**src/rtl/gol_window_scanner.sv**
```systemverilog
// Raster-to-3x3 window front end for the game-of-life cell evaluators.
// One pushed bit per accepted cell. Each push with p >= WIDTH+1 registers the bordered window of cell p-WIDTH-1.
module gol_window_scanner #(
    parameter int WIDTH  = 8,
    parameter int HEIGHT = 8
) (
    input  logic                      clk,
    input  logic                      rst,
    input  logic                      in_valid,
    output logic                      in_ready,
    input  logic                      in_cell,
    output logic                      out_valid,
    input  logic                      out_ready,
    output logic                      out_mid,
    output logic [7:0]                out_nbr,
    output logic [$clog2(HEIGHT)-1:0] out_row,
    output logic [$clog2(WIDTH)-1:0]  out_col,
    output logic                      out_last
);
    localparam int N  = WIDTH * HEIGHT;
    localparam int DL = 2 * WIDTH + 2;
    localparam int PW = $clog2(N + WIDTH + 1);
    localparam int RW = $clog2(HEIGHT);
    localparam int CW = $clog2(WIDTH);

    typedef enum logic {RUN, FLUSH} state_t;

    state_t          state_q;
    logic [PW-1:0]   p_q;
    logic [DL-1:0]   dl_q;
    logic [RW-1:0]   win_row_q;
    logic [CW-1:0]   win_col_q;
    logic            out_valid_q;
    logic            out_mid_q;
    logic [7:0]      out_nbr_q;
    logic [RW-1:0]   out_row_q;
    logic [CW-1:0]   out_col_q;
    logic            out_last_q;

    logic            push_en;
    logic            push_bit;
    logic            emit;
    logic [DL:0]     span;
    logic            at_top, at_bot, at_left, at_right;
    logic [7:0]      nbr_raw;
    logic [7:0]      nbr_d;

    assign push_en  = (!out_valid_q || out_ready) &&
                      ((state_q == RUN && in_valid) || state_q == FLUSH);
    assign push_bit = (state_q == RUN) ? in_cell : 1'b0;
    assign emit     = push_en && (p_q >= PW'(WIDTH + 1));

    // Incoming bit plus the stored line form the 2*WIDTH+3 span; span[k] is the cell pushed k pushes ago.
    assign span = {dl_q, push_bit};

    assign at_top   = (win_row_q == '0);
    assign at_bot   = (win_row_q == RW'(HEIGHT - 1));
    assign at_left  = (win_col_q == '0);
    assign at_right = (win_col_q == CW'(WIDTH - 1));

    assign nbr_raw = {span[0], span[1], span[2], span[WIDTH], span[WIDTH+2],
                      span[2*WIDTH], span[2*WIDTH+1], span[2*WIDTH+2]};

    always_comb begin
        nbr_d = nbr_raw;
        if (at_top)   nbr_d = nbr_d & 8'b1111_1000;
        if (at_bot)   nbr_d = nbr_d & 8'b0001_1111;
        if (at_left)  nbr_d = nbr_d & 8'b1101_0110;
        if (at_right) nbr_d = nbr_d & 8'b0110_1011;
    end

    always_ff @(posedge clk) begin
        if (rst) begin
            state_q     <= RUN;
            p_q         <= '0;
            dl_q        <= '0;
            win_row_q   <= '0;
            win_col_q   <= '0;
            out_valid_q <= 1'b0;
            out_mid_q   <= 1'b0;
            out_nbr_q   <= '0;
            out_row_q   <= '0;
            out_col_q   <= '0;
            out_last_q  <= 1'b0;
        end else begin
            if (push_en) begin
                dl_q <= span[DL-1:0];
                if (state_q == RUN) begin
                    if (p_q == PW'(N - 1)) state_q <= FLUSH;
                    p_q <= p_q + 1'b1;
                end else if (p_q == PW'(N + WIDTH)) begin
                    state_q <= RUN;
                    p_q     <= '0;
                end else begin
                    p_q <= p_q + 1'b1;
                end
            end
            if (emit) begin
                out_valid_q <= 1'b1;
                out_mid_q   <= span[WIDTH+1];
                out_nbr_q   <= nbr_d;
                out_row_q   <= win_row_q;
                out_col_q   <= win_col_q;
                out_last_q  <= at_bot && at_right;
                if (at_right) begin
                    win_col_q <= '0;
                    win_row_q <= at_bot ? '0 : win_row_q + 1'b1;
                end else begin
                    win_col_q <= win_col_q + 1'b1;
                end
            end else if (out_ready) begin
                out_valid_q <= 1'b0;
            end
        end
    end

    assign in_ready  = (state_q == RUN) && (!out_valid_q || out_ready);
    assign out_valid = out_valid_q;
    assign out_mid   = out_mid_q;
    assign out_nbr   = out_nbr_q;
    assign out_row   = out_row_q;
    assign out_col   = out_col_q;
    assign out_last  = out_last_q;
endmodule

```
**config.mk**
```make
export PLATFORM = sky130hd
export DESIGN_NAME = gol_window_scanner
export DESIGN_NICKNAME = d
export VERILOG_FILES = /design/src/rtl/gol_window_scanner.sv
export SDC_FILE = /design/constraint.sdc
export NUM_CORES = 1
export LEC_CHECK = 0
export ABC_AREA = 1
export ABC_CLOCK_PERIOD_IN_PS = 1500
export CAP_MARGIN = 30
export CORE_ASPECT_RATIO = 1.4
export CORE_MARGIN = 2
export CORE_UTILIZATION = 33
export CTS_CLUSTER_DIAMETER = 100
export DETAILED_ROUTE_END_ITERATION = 6
export SETUP_SLACK_MARGIN = 0.3
export SYNTH_ARGS = -nofsm -noshare
export SYNTH_HDL_FRONTEND = slang
export SYNTH_SLANG_ARGS = --single-unit
```
**constraint.sdc**
```tcl
create_clock -name clk -period 1.5 [get_ports clk]
set_input_delay 0.3 -clock clk [delete_from_list [all_inputs] [get_ports clk]]
set_output_delay 0.3 -clock clk [all_outputs]
set_load 0.005 [all_outputs]
```
# == Word level (Yosys, flattened, before mapping) ==
# Index checks and enable logic that the tools add are counted.
# op_classes
addsub,3
order_cmp,1
n_eq_ne,4
mux,14
n_bitwise,1
reduce_logical,12
# op_table
op,n
two-way mux 8 bit,2
two-way mux 7 bit,2
two-way mux 3 bit,3
"adder 7 x 1 -> 7 bit, second input constant",1
"equality test 7 x 6 -> 1 bit, second input constant",1
"equality test 7 bit, second input constant",1
">= comparator 7 x 4 -> 1 bit, second input constant",1
"adder 3 x 1 -> 3 bit, second input constant",2
"equality test 3 bit, second input constant",2
zero test 3 bit,2
two-way mux 1 bit,6
two-way mux 6 bit,1
logical AND 1 bit,5
logical OR 1 bit,2
AND reduction 2 bit,1
nonzero test 2 bit,1
zero test 1 bit,1
inverter 1 bit,1
# totals
reg_bits,49
out_inout_bits,18

# == Logic depth before layout (Yosys ltp) ==
# logic_depth
word_depth,6
ltp_mapped,8
mapped_depth_nobuf,8

# == Least setup slack after synthesis ==
# OpenSTA, ideal clock, no wires.
# synth_timing
kind,register to register
start,reg p_q[1]
end,reg win_col_q[2]
setup_ns,0.070
t_arrival_ns,1.194
required_time_ns,1.430
slack_ns,0.236
stages_incl_launch_ff,9
path_buffers,1
cell_sequence,dfxtp_1 -> inv_1 -> ha_1 -> nand2_1 -> nand3_2 -> nand2_4 -> buf_6 -> nand2_1 -> a21oi_1
# synth_via
elab_chain_cells,2
# synth_lines
element,line_no,text
"start, declared",29,logic [PW-1:0] p_q;
"start signal, assigned",90,p_q <= p_q + 1'b1;
"start signal, assigned",95,p_q <= p_q + 1'b1;
>= comparator 7 x 4 -> 1 bit,51,assign emit = push_en && (p_q >= PW'(WIDTH + 1));
logical AND 1 bit,51,
"end signal, assigned",109,win_col_q <= win_col_q + 1'b1;
"end, declared",32,logic [CW-1:0] win_col_q;
# Every way passes these cells.
# A chain may end at the register's enable or synchronous reset.

# == Final worst setup path ==
# layout_timing
start,reg p_q[1]
end,reg win_row_q[2]
# layout_via
elab_chain_cells,3
# layout_lines
element,line_no,text
>= comparator 7 x 4 -> 1 bit,51,
logical AND 1 bit,51,
AND reduction 2 bit (no source line),--,
"end signal, assigned",107,win_row_q <= at_bot ? '0 : win_row_q + 1'b1;
"end, declared",31,logic [RW-1:0] win_row_q;
# Every way passes these cells.

==> results.tsv <==
metric	value	unit
length of routed met2 wiring	3090	um
syn nets	286	
core area	6170	sq um
pin count of the biggest net entering global routing	26	
setup repair after global routing missed its margin	yes	
count of antenna diodes in the layout	0	
vias per cell	5.15	
number of global-route vias before repair	1931	
startpoint-to-endpoint class of the critical path	reg2reg	
maximum clock frequency	0.700	GHz
overall routed net length	6150	um
type of element capturing the critical path	flip-flop	
Max-cap violations	0	
routed length on met3	184	um
Routed Antenna Nets	0	
Final Critical Period	1.43	ns
die outline area	6990	sq um
final non-filler cell area	3340	sq um
headroom to the max-slew limit	0.748	
hold buffer count at cts	0	
R2R depth	8	
first-pass GRT wire length	8930	um
total track usage	0.160	
WL met1	2630	um
clock buffer count from CTS	5	
Final Total Pwr	2.44	mW
required arrival time at the worst endpoint	1.68	ns
number of standard-cell rows in the floorplan	34	
synthesized cell area	2090	sq um
Hold WC Path Type	reg2reg	
number of nets in the final layout	344	
total I/O pin count	23	
synthesized area per cell	7.67	sq um
clock-pin slew on the worst setup and hold paths	0.09	ns
quantity of I/O buffers inserted on ports	22	
Worst-Skew Late Latency	0.31	ns
final cell count without fillers	403	
post-synthesis to final-layout area growth	59.8	%
Worst Path Arrival	1.61	ns
share of synthesized area occupied by flip-flops and latches	0.470	
depth of the CTS H-tree	2	
detailed placement HPWL	3080	um
IR drop worst, VDD	483	uV
number of detailed-routing iterations run before antenna repair	4	
clock root buffer	clkbuf_8	
clock tree from TritonCTS	yes	
type of element launching the critical path	flip-flop	
Congestion Overflow GR	0	
number of hold violations in the final report	0	
Slew Limit Fails	0	
number of buffers between clock root and the deepest sink	2	
Tcrit/Tclk final	0.953	
post-DR wirelength/cell	15.2	um
initial antenna violation count	0	
overall via count from detail_route	2075	
vertical die dimension	98.1	um
number of cells on the worst hold path	2	
# setup viols final	0	
clk_skew	0.00654	ns
RD Place Congestion	0.821	
run status	finished, final reports clean	
leak pwr	1.27	nW
area of placed instances	2480	sq um
number of distinct library cells after synthesis	22	
layout cell share with drive strength beyond 1	0.435	
Starting Density	0.338	
Worst Hold Slack	0.462	ns
Die X	71.2	um
flop and latch count out of synthesis	49	
1st-iter DRT viols	95	
count of synthesis-stage warnings from yosys	0	
cell total after placement	368	
critical path peak fanout	7	
count of fill cells added during filler insertion	523	
number of cells produced by synthesis	272	
clk sink count	49	
Remaining DRCs	0	
PwrDens	731	nW/um^2
highest metal used	met4	
measured slew at the worst slew-check pin	0.376	ns
-- cells in the mapped netlist --
cell type	instances	area [sq um]
nor2_1	40	150
and3_1	2	12.5
buf_1	1	3.75
buf_6	2	22.5
buf_2	4	20.0
nand2_1	41	154
nor3_1	10	50.1
buf_4	2	15.0
nand2_4	1	11.3
dfxtp_1	49	981
o21ai_0	21	105
inv_1	21	78.8
inv_4	1	6.26
nand3_1	17	85.1
nand3_2	1	10.0
a21oi_1	35	175
nand4_1	7	43.8
o211ai_1	1	7.51
clkbuf_1	5	18.8
o21ai_4	1	16.3
nor3b_1	1	7.51
ha_1	9	113
-- area by class of cell --
type | count | area (sq um) | share of cell area
inverter | 22 | 90.1 | 0.0270
timing repair buffer | 62 | 726 | 0.218
multi-input combinational | 189 | 1320 | 0.394
sequential | 49 | 1020 | 0.307
clock buffer | 6 | 72.6 | 0.0218
tap | 72 | 90.1 | 0.0270
clock inverter | 2 | 10.0 | 0.00300
timing repair inverter | 1 | 7.51 | 0.00225
-- placed cells by master, fill, tap and decap left out, types with 5 or more instances in the layout --
cell type         n
nor3_2            5
dfxtp_2          20
buf_6            15
inv_1            19
nand4_1           7
buf_12            6
o21ai_2           9
clkbuf_8          5
nor2_2            8
clkdlybuf4s15_1  14
dfxtp_1          24
nor2_1           30
dfxtp_4           5
buf_4            14
nand2_2           8
a21oi_2           8
o21ai_0           8
nand2_1          31
a21oi_1          27
nand3_1           8
nand3_2           6
dlygate4sd2_1     5
-- per-layer routing --
layer,vias up,GRT usage
met1,988,0.186
met4,0,0.0697
met2,49,0.281
met3,19,0.0289
met5,-,0
li1,1019,-
-- state kept, by name (all words and copies together) (netlist names) --
register / count
p_q: 7
out_last: 1
state_q: 1
out_nbr: 8
out_mid: 1
dl_q: 18
out_valid: 1
out_row: 3
win_row_q: 3
win_col_q: 3
out_col: 3
-- through the flow --
step	TNS [ns]	worst slack, ns	util
finish	0	0.0712	0.541
global route	0	0.0267	0.541
CTS	0	0.160	0.485
detailed placement	-7.62	-0.295	0.401
global placement	-7.49	-0.275	0.401
floorplan	0	0.296	-
-- worst paths after layout --
check	end	slack [ns]	startpoint
hold / removal	out_nbr[1]	0.46	out_nbr[1]
setup / recovery	win_row_q[2]	0.07	p_q[1]
setup reg to reg	win_row_q[2]	0.07	p_q[1]
hold reg to reg	out_nbr[1]	0.46	out_nbr[1]
-- where the power goes --
part / switching (mW) / internal (mW)
clock: 0.446 / 0.324
combinational: 0.155 / 0.147
sequential: 0.0356 / 1.33
-- critical path: stages, from the launching register on --
cell	delay [ns]
dfxtp_4	0.38
nor2_1	0.12
nand2_1	0.09
nand2_2	0.08
nand3_4	0.16
buf_6	0.17
buf_8	0.13
nand4_1	0.08
a21oi_1	0.08
-- cells by family after synthesis --
| family | after synthesis | synth area share |
|---|---|---|
| AO/OA/AOI/OAI | 58 | 0.146 |
| adder cells (fa/ha/maj) | 9 | 0.0540 |
| flip-flops | 49 | 0.470 |
| buffers and inverters | 36 | 0.0791 |
| AND/OR/NAND/NOR | 120 | 0.251 |
-- what timing repair did --
action / CTS / global route
cloned: 6 / 1
resized for setup: 112 / 68
setup endpoints to repair: 67 / 65
setup buffers: 11 / 9
endpoints found under the hold margin: 0 / 0
pin swaps: 14 / 13
No activity file was read; power rests on OpenSTA's default activity.
==> variant, RTL diff (same settings) <==
`HEIGHT`: 8 -> 16.
--- a/src/rtl/gol_window_scanner.sv
+++ b/src/rtl/gol_window_scanner.sv
@@ -4,3 +4,3 @@
     parameter int WIDTH  = 8,
-    parameter int HEIGHT = 8
+    parameter int HEIGHT = 16
 ) (
Ports: changed (resized out_row); port bits go from 23 to 24. No check against the original RTL was run, so the function may have changed too.
==> variant against the unedited design <==
- die area increased by 13%
- sequential cell count increased by 3
- worst setup slack worse by 0.0094 ns
- power grew 1.6%
- first-iteration DRC count grew 35%
- synthesized area grew 14%
- routed wire length fell by 2.0%
- fmax shrank 0.65%
- design area is 8.0% higher
- sequential share of layout area decreased by 0.81 points
- combinational power shrank 13%
- core utilization decreased by 2.5 points
- critical path depth is 1 higher
- via count rose by 4.9%
- largest cell class unchanged
==> variant: results (changes against the unedited design) <==
Hold path
  – Hold EP: dl_q[10]$_SDFFE_PP0P_ (was out_nbr[1]$_SDFFE_PP0P_)
  – HP Start: dl_q[10]$_SDFFE_PP0P_ (was out_nbr[1]$_SDFFE_PP0P_)

Synth
  – Sequential element share of the synthesized area: 0.437 (was 0.470)
  – Avg Cell Area, Syn: 7.91 sq um (was 7.67 sq um)
  – Synth cell count leaders: nor2_1, dfxtp_1, nand2_1, o21ai_0, a21oi_1 (was dfxtp_1, nand2_1, nor2_1, a21oi_1)
  – Top-area cell type share of the netlist area: 0.437 (was 0.470)

Placed design
  – Cell area after placement: 2750 sq um (was 2480 sq um)
  – Number of buffer cells added on primary ports: 23 (was 22)
  – DP HPWL: 3.58 mm (was 3.08 mm)

Route
  – Avg WL per Cell: 13.2 um (was 15.2 um)
  – Wire length on met3: 137 um (was 184 um)
  – Vias per cell: 4.78 (was 5.15)
  – WL met1: 2.48 mm (was 2.63 mm)
  – Met2 wire length: 3.28 mm (was 3.09 mm)

GRT
  – GRT met2 Usage: 0.278 (was 0.281)
  – Met1 Use GR: 0.172 (was 0.186)
  – Vias in the first global route: 2072 (was 1931)
  – First-pass GRT wire length: 9.47 mm (was 8.93 mm)
  – Total GRT Usage: 0.153 (was 0.160)
  – Met3 Use GR: 0.0251 (was 0.0289)

Outcome
  – Status: finished clean (unchanged)

Setup path
  – Crit path max fanout: 5 (was 7)
  – Depth of the worst register-to-register path: 9 (was 8)

Clock tree
  – Resized cells post-CTS: 117 (was 112)

Pwr
  – Worst vdd ir: 0.297 mV (was 0.483 mV)
  – Leak: 1.45 nW (was 1.27 nW)
  – Flop pwr share: 0.579 (was 0.560)

Timing
  – Worst Clk Skew: 0.0106 ns (was 0.00654 ns)

Cells and area
  – Share of cells above drive strength 1: 0.464 (was 0.435)
[variant: cell count changes after synthesis, sizes merged, moves of 2 or more]
cell,change
nand2,+4
dfxtp,+3
and3,-2
a31oi,+3
nor2,+27
xor2,+3
buf,+4
a21oi,-11
o21ai,+8
inv,+3
nor3,-5
nand4,+4
nand3,-11
[variant: worst max path at each step]
stage                                 startpoint                 endpoint  slack, ns  depth (start not counted)
after floorplan              p_q[0]$_SDFFE_PP0P_  out_nbr[5]$_SDFFE_PP0P_       0.25                          9
after global placement                 out_ready                 in_ready      -0.28                          6
after detailed placement               out_ready                 in_ready      -0.28                          6
after CTS                 out_valid$_SDFFE_PP0P_    dl_q[10]$_SDFFE_PP0P_       0.08                          9
after global routing         p_q[3]$_SDFFE_PP0P_  out_row[3]$_SDFFE_PP0P_      0.005                          9
final                     out_valid$_SDFFE_PP0P_      p_q[3]$_SDFFE_PP0P_       0.06                          9
[variant: layout make-up]
class                           instances  area [sq um]
Clock buffer                            6          72.6
Clock inverter                          1          5.00
Fill cell                             639          3380
Inverter                               25           111
Multi-Input combinational cell        208          1500
Sequential cell                        52          1080
Tap cell                               95           119
Timing Repair Buffer                   67           703
Timing Repair inverter                  1          11.3
[variant: worst max-delay path, stage by stage (launching register included)]
cell and delay (ns):
dfxtp_2 0.34, buf_6 0.11, nand2_4 0.05, inv_2 0.04, buf_6 0.12, buf_4 0.13
buf_6 0.11, buf_6 0.11, o21ai_4 0.23, nor2_1 0.09
[variant: cells by family (layout without fill, tap and decap cells)]
kind of cell,after synthesis,in the layout,share of synthesized area
DFF,52,52,0.437
and+or+nand+nor,138,139,0.274
buffers and inverters,42,100,0.0998
adders and majority gates,9,9,0.0473
xor gates and xnor gates,3,3,0.0110
AOI/OAI and AO/OA,57,57,0.131
